**src/rtl/instr_realign_buffer.sv**
```systemverilog
// instr_realign_buffer: realigns fetch words into 16/32-bit RV32IC instructions with PCs
module instr_realign_buffer #(
  parameter int FETCH_W = 32,
  parameter int BUF_HW = 8,
  parameter int PC_W = 32,
  parameter logic [PC_W-1:0] RESET_PC = '0,
  parameter bit BYTE_SWAP = 1'b1
) (
  input  logic clk,
  input  logic rst,
  input  logic flush,
  input  logic [PC_W-1:0] flush_pc,
  input  logic fetch_valid,
  output logic fetch_ready,
  input  logic [FETCH_W-1:0] fetch_data,
  output logic instr_valid,
  input  logic instr_ready,
  output logic [31:0] instr,
  output logic [PC_W-1:0] instr_pc,
  output logic instr_is_16,
  output logic [$clog2(BUF_HW):0] occupancy
);
  localparam int NW = FETCH_W / 16;
  localparam int AW = $clog2(BUF_HW);
  localparam int DW = $clog2(FETCH_W / 8) - 1;
  logic [15:0] mem [BUF_HW];
  logic [AW-1:0] rd_ptr, wr_ptr;
  logic [DW-1:0] drop;
  logic [FETCH_W-1:0] fd;
  logic [15:0] h0, h1;
  logic is32, push, pop;
  logic [AW:0] n_push, n_pop;
  for (genvar l = 0; l < FETCH_W / 32; l++) begin : g_lane
    assign fd[32*l +: 32] = BYTE_SWAP ? {fetch_data[32*l +: 8], fetch_data[32*l+8 +: 8],
                                         fetch_data[32*l+16 +: 8], fetch_data[32*l+24 +: 8]}
                                      : fetch_data[32*l +: 32];
  end
  assign h0 = mem[rd_ptr];
  assign h1 = mem[rd_ptr + AW'(1)];
  assign is32 = h0[1:0] == 2'b11;
  assign instr_valid = is32 ? occupancy >= (AW+1)'(2) : occupancy != '0;
  assign instr = instr_valid ? (is32 ? {h1, h0} : {16'h0, h0}) : '0;
  assign instr_is_16 = instr_valid & ~is32;
  assign fetch_ready = occupancy <= (AW+1)'(BUF_HW - NW);
  assign push = fetch_valid & fetch_ready & ~flush;
  assign pop = instr_valid & instr_ready;
  assign n_push = push ? (AW+1)'(NW) - (AW+1)'(drop) : '0;
  assign n_pop = pop ? (is32 ? (AW+1)'(2) : (AW+1)'(1)) : '0;
  // write the kept halfwords of an accepted fetch word contiguously from wr_ptr
  always_ff @(posedge clk)
    if (push)
      for (int i = 0; i < NW; i++)
        if (i >= int'(drop)) mem[wr_ptr + AW'(i) - AW'(drop)] <= fd[16*i +: 16];
  // pointers, count and PC; flush overrides any push or pop in the same cycle
  always_ff @(posedge clk or posedge rst)
    if (rst) begin
      rd_ptr <= '0;
      wr_ptr <= '0;
      drop <= '0;
      occupancy <= '0;
      instr_pc <= {RESET_PC[PC_W-1:1], 1'b0};
    end else if (flush) begin
      rd_ptr <= '0;
      wr_ptr <= '0;
      occupancy <= '0;
      instr_pc <= flush_pc;
      drop <= flush_pc[DW:1];
    end else begin
      if (push) begin
        wr_ptr <= wr_ptr + AW'(n_push);
        drop <= '0;
      end
      if (pop) begin
        rd_ptr <= rd_ptr + AW'(n_pop);
        instr_pc <= instr_pc + (is32 ? PC_W'(4) : PC_W'(2));
      end
      occupancy <= occupancy + n_push - n_pop;
    end
endmodule

```
**config.mk**
```make
export PLATFORM = sky130hd
export DESIGN_NAME = instr_realign_buffer
export DESIGN_NICKNAME = d
export VERILOG_FILES = /design/src/rtl/instr_realign_buffer.sv
export SDC_FILE = /design/constraint.sdc
export NUM_CORES = 1
export LEC_CHECK = 0
export BUFFER_PORTS_ARGS = -buffer_cell sky130_fd_sc_hd__buf_2
export CAP_MARGIN = 40
export CORE_ASPECT_RATIO = 1.25
export CORE_MARGIN = 2
export CORE_UTILIZATION = 35
export CTS_CLUSTER_SIZE = 8
export DETAILED_ROUTE_END_ITERATION = 6
export GPL_ROUTABILITY_DRIVEN = 0
export PLACE_DENSITY = 0.51
export SETUP_SLACK_MARGIN = 0.4
export SLEW_MARGIN = 20
export SYNTH_ARGS = -nofsm -noshare
export SYNTH_HDL_FRONTEND = slang
export SYNTH_SLANG_ARGS = --single-unit
export TNS_END_PERCENT = 10
```
**constraint.sdc**
```tcl
create_clock -name clk -period 3.3 [get_ports clk]
set_input_delay 0.495 -clock clk [delete_from_list [all_inputs] [get_ports clk]]
set_output_delay 0.495 -clock clk [all_outputs]
set_load 0.01 [all_outputs]
```
==> Word level (Yosys, flattened, before mapping) <==
Memories as Yosys holds them, arrays and structs flattened.
Index checks and enable logic that the tools add are counted.
{ "totals": {"ff_bits": 43, "n_memories": 1, "elab_cells": 50, "mem_bits_rw": 128} }
{ "classes": {"mux": 21, "n_addsub": 10, "magnitude_cmp": 3, "reduce_logical": 3, "bitwise": 6, "eq_ne": 1} }
{ "mem_list": {"columns": ["name", "words", "width", "read_ports", "rd_ports_with_merged_regs", "write_ports", "line_no", "rtl"], "rows": [
  ["mem", 8, 16, 2, 0, 2, "26", "logic [15:0] mem [BUF_HW];"]
]} }
{ "op_table": {"columns": ["operator", "count"], "rows": [
  ["2-to-1 mux 32 bit", 4],
  ["adder 32 x 3 -> 32 bit", 1],
  ["2-to-1 mux 3 bit", 5],
  ["2-to-1 mux 1 bit", 8],
  ["2-to-1 mux 4 bit", 2],
  ["adder 3 x 1 -> 3 bit, second input constant", 2],
  ["subtractor 3 x 1 -> 3 bit", 2],
  ["adder 4 bit", 1],
  ["bitwise AND 1 bit", 4],
  ["greater-or-equal comparator 4 x 2 -> 1 bit, second input constant", 1],
  ["less-or-equal comparator 4 x 3 -> 1 bit, second input constant", 1],
  ["2-to-1 mux 2 bit", 2],
  ["nonzero test 2 bit", 2],
  ["nonzero test 4 bit", 1],
  ["subtractor 4 x 2 -> 4 bit", 1],
  ["adder 3 x 2 -> 3 bit", 1],
  ["adder 3 bit", 1],
  ["subtractor 2 x 1 -> 3 bit, first input constant", 1],
  ["== test 2 bit, second input constant", 1],
  ["inverter 1 bit", 2],
  ["greater-or-equal comparator 1 bit, first input constant", 1]
]} }

==> Depth between registers and ports, before layout <==
An unclocked memory read counts as a cell.
{ "logic_depth": {"ltp_word": 8, "ltp_mapped": 15} }

==> Worst setup path before layout <==
No wires, ideal clock.
{ "synth_timing": {"kind": "reg2reg", "startpoint": "register rd_ptr[0]", "endpoint": "register instr_pc[29]", "arrival_time_ns": 3.325, "path_slack_ns": -0.150, "path_buffers": 1, "path_stages_with_launch": 14, "setup_time_ns": 0.125, "path_cell_list": "dfrtp_1 buf_6 mux4_2 mux2i_4 nor2_1 inv_1 ha_1 inv_1 fa_1 and3b_1 nand2_1 a2111oi_1 xor2_1 mux2_2"} }
{ "synth_between": {"elab_chain_len": 6} }
{ "synth_rtl": {"columns": ["element", "line_no", "rtl"], "rows": [
  ["start, declared", "27", "logic [AW-1:0] rd_ptr, wr_ptr;"],
  ["start signal, assigned", "74", "rd_ptr <= rd_ptr + AW'(n_pop);"],
  ["memory (8 x 16 bit) *", null, null],
  ["== test 2 bit *", "40", "assign is32 = h0[1:0] == 2'b11;"],
  ["2-to-1 mux 3 bit", "75", "instr_pc <= instr_pc + (is32 ? PC_W'(4) : PC_W'(2));"],
  ["adder 32 x 3 -> 32 bit", "75", null],
  ["2-to-1 mux 32 bit", "73", "if (pop) begin"],
  ["2-to-1 mux 32 bit", "62", "end else if (flush) begin"],
  ["end signal, assigned", "61", "instr_pc <= {RESET_PC[PC_W-1:1], 1'b0};"],
  ["end signal, assigned", "66", "instr_pc <= flush_pc;"],
  ["end signal, assigned", "75", null],
  ["end, declared", "19", "output logic [PC_W-1:0] instr_pc,"]
]} }
Mark *: on every way between the ends. The rest lies on a longest branch, timed or not. The select of a mux whose other input is x is not followed.
A chain may end at the register's enable or synchronous reset.

==> Final worst setup path <==
{ "layout_timing": {"startpoint": "register rd_ptr[0]", "endpoint": "output port instr[29]"} }
{ "layout_between": {"elab_chain_len": 4} }
{ "layout_rtl": {"columns": ["element", "line_no", "rtl"], "rows": [
  ["adder 3 x 1 -> 3 bit or memory (8 x 16 bit) (tied branches)", null, null],
  ["memory (8 x 16 bit) *", null, null],
  ["2-to-1 mux 32 bit or 2-to-1 mux 1 bit (tied branches)", "42, 41", null],
  ["2-to-1 mux 32 bit *", "42", "assign instr = instr_valid ? (is32 ? {h1, h0} : {16'h0, h0}) : '0;"],
  ["end, declared", "18", "output logic [31:0] instr,"]
]} }
Mark *: on every way between the ends. The rest lies on a longest branch, timed or not.

==> flow_summary.ini <==
[clock_network]
clk_path_buf_depth = 2
clkSinkCount = 171
insertion_delay_ns = 0.44
h-tree-depth = 4
numCtsBuffers = 17
cts_tree = done
cts_root_buf = clkbuf_16
clkSlewWorstSetupHoldPaths_ns = 0.07

[global_routing]
grt_antenna_before_repair = 0
grtUsageTotal = 0.199
grt_overflow = 0
grt_max_degree = 57
grt_pass1_vias = 7380
grt_first_pass_wirelength_um = 45200

[timing]
tightest_slew_ns = 0.645
finClkSkew_ns = 0.0119
rsz0062_at_grt = true
tns_ns = 0
period_share = 0.955
drv_slew = 0
relSlewSlack = 0.569
setup_ws_ns = 0.148
finalSetupViolCount = 0
period_needed_ns = 3.15
finalHoldViolCount = 0
hold_ws_ns = 0.0462
fmax_mhz = 317

[drt]
drtIter0Drc = 416
drc = 0
drtPass1Iterations = 5
ant_nets = 0
drt-total-wl_um = 30500
num_vias = 7216
viasPerCell = 5.31
wire_per_inst_um = 22.4

[power_and_ir_drop]
leakagePower_nw = 4.75
powerDensity_nw_per_um2 = 606
vdd_drop_max_mv = 0.364
report.power.total_mw = 7.90

[placed_design]
post-place-ws_ns = 0.0336
numPortBuffers = 139
hpwl_um = 20700

[finish]
synthToLayoutAreaGrowth_pct = 25.6
fin_util = 0.446
num_antenna_cells = 0
register_area_um2 = 4920
drive_gt1_frac = 0.534
nets = 1041
fillers = 2783
multi_input_area_um2 = 5440

[floorplanning]
die_area_um2 = 31100
die_height_um = 197
core_um2 = 29300
die_w_um = 158
ios = 140
start_util = 0.355
num_rows = 70

[synth]
syn_area_um2 = 10400
synth_top_area_share = 0.370
synth.avg_cell_area_um2 = 13.6
ys_ff_latch = 171
syn_nets = 853
async_flop_share = 0.251
synth_cells = 764
synth_edf_count = 128
netlist_top_cells_area = edfxtp_1, mux2_2, mux4_2
yosys_warnings = 0
yosys.cell_types.count = 53
yosysTopAreaCell = edfxtp_1
ys_seq_area_frac = 0.474
synthFlopType = edfxtp_1

[critical_path]
critPathSlowestCell = dfrtp_4
crit_path_end_kind = primary output
critical_path_class = flop to primary output
required_ns = 2.80
critPathMaxStageDelay_ns = 0.53
start_kind = flop
crit_arrival_ns = 2.66
crit_path_cell_trace = buf_4 -> buf_12 -> ha_4 -> buf_12 -> buf_4 -> buf_16 -> mux4_2 -> nand2_1 -> a21oi_1 -> buf_2
crit_fanout = 13

[outcome]
status = finished clean

[job]
maxCapViolations = 0

[min_path]
hold_path_class = primary input to asynchronous set/reset pin
## logic make-up after synthesis
logic type | after synthesis | synth area share
and+or+nand+nor | 155 | 0.0705
xor gates and xnor gates | 35 | 0.0295
muxes | 223 | 0.312
DFF | 171 | 0.474
AOI/OAI and AO/OA | 83 | 0.0562
adders and majority gates | 20 | 0.0277
buffers and inverters | 77 | 0.0305
## cells in the final DEF, fill, tap and decap left out, types with 7 or more instances in the layout
cell type / instances
buf_2: 138
ha_1: 12
o21ai_1: 7
a21oi_2: 7
mux4_2: 64
buf_4: 57
o21ai_0: 10
xor2_1: 15
edfxtp_1: 128
nand4_1: 9
a21oi_1: 24
nand3_1: 10
buf_6: 8
nor2_1: 31
dfrtp_1: 41
mux2i_1: 16
clkbuf_16: 18
nand2_1: 66
mux2_2: 141
xnor2_1: 19
inv_1: 23
## metrics by stage
step	std cells	cell area [µm²]
floorplan	764	10500
global placement	1309	12000
detailed placement	1312	12000
CTS	1349	12800
global route	1359	13000
finish	1359	13000
## synth_stat cells (6+ instances only)
master      n
mux2_2    141
edfxtp_1  128
nand2_1    69
mux4_2     64
dfrtp_1    43
nor2_1     34
a21oi_1    31
inv_1      28
clkbuf_1   23
xnor2_1    20
mux2i_1    16
ha_1       15
xor2_1     15
buf_1      14
nand3_1    12
o21ai_0    11
buf_2      10
nand4_1     9
a211oi_2    6
o21ai_1     6
## what timing repair did
| action | in CTS | in global routing |
|---|---|---|
| endpoints found under the setup margin | 85 | 169 |
| gates resized for setup | 22 | 32 |
| pin swaps | 3 | 7 |
| buffers inserted | 5 | 9 |
| hold buffers | 0 | 0 |
| gates cloned | 2 | 1 |
## final timing paths
| kind | cells after the start | end | start | slack, ns |
|---|---|---|---|---|
| worst max-delay path | 10 | instr[29] | rd_ptr[0] | 0.15 |
| worst min-delay path | 2 | rd_ptr[2] | rst | 0.05 |
| max in group asynchronous | 3 | rd_ptr[0] | rst | 2.74 |
| worst min register to register | 1 | instr_pc[0] | instr_pc[0] | 0.50 |
| worst max register to register | 14 | instr_pc[15] | rd_ptr[0] | 0.17 |
| min in group clk | 3 | instr_pc[3] | flush_pc[3] | 0.26 |
## per-layer routing
layer,vias up,GRT usage,share of wire
li1,3305,-,-
met1,3676,0.250,0.42
met2,209,0.353,0.51
met3,26,0.0394,0.052
met4,0,0.0417,0.015
met5,-,0,0
## registers in the layout, indices dropped and copies added, names as in the netlist
| register | cells |
|---|---|
| mem | 128 |
| wr_ptr | 3 |
| drop | 1 |
| occupancy | 4 |
| rd_ptr | 3 |
| instr_pc | 32 |
## layout make-up
type / instances / area share
Tap cell: 396 / 0.0380
Timing Repair Buffer: 218 / 0.116
Clock inverter: 12 / 0.00970
Sequential cell: 171 / 0.378
Multi-Input combinational cell: 516 / 0.417
Clock buffer: 18 / 0.0329
Inverter: 28 / 0.00806
## power by group
part           total, mW  internal [mW]  switching (mW)  leakage (nW)
combinational       3.31           1.63            1.68          2.81
sequential          2.62           2.49           0.133          1.68
clock               1.97           1.10           0.871         0.254
total               7.90           5.22            2.68          4.75
## critical path, delay by kind of cell (launching register included)
kind	cells	cell delay, ns
adders and majority gates	1	0.27
and+or+nand+nor	1	0.05
muxes	1	0.21
AOI/OAI and AO/OA	1	0.24
DFF	1	0.53
buffers and inverters	6	0.92
(Power assumes the default switching activity.)
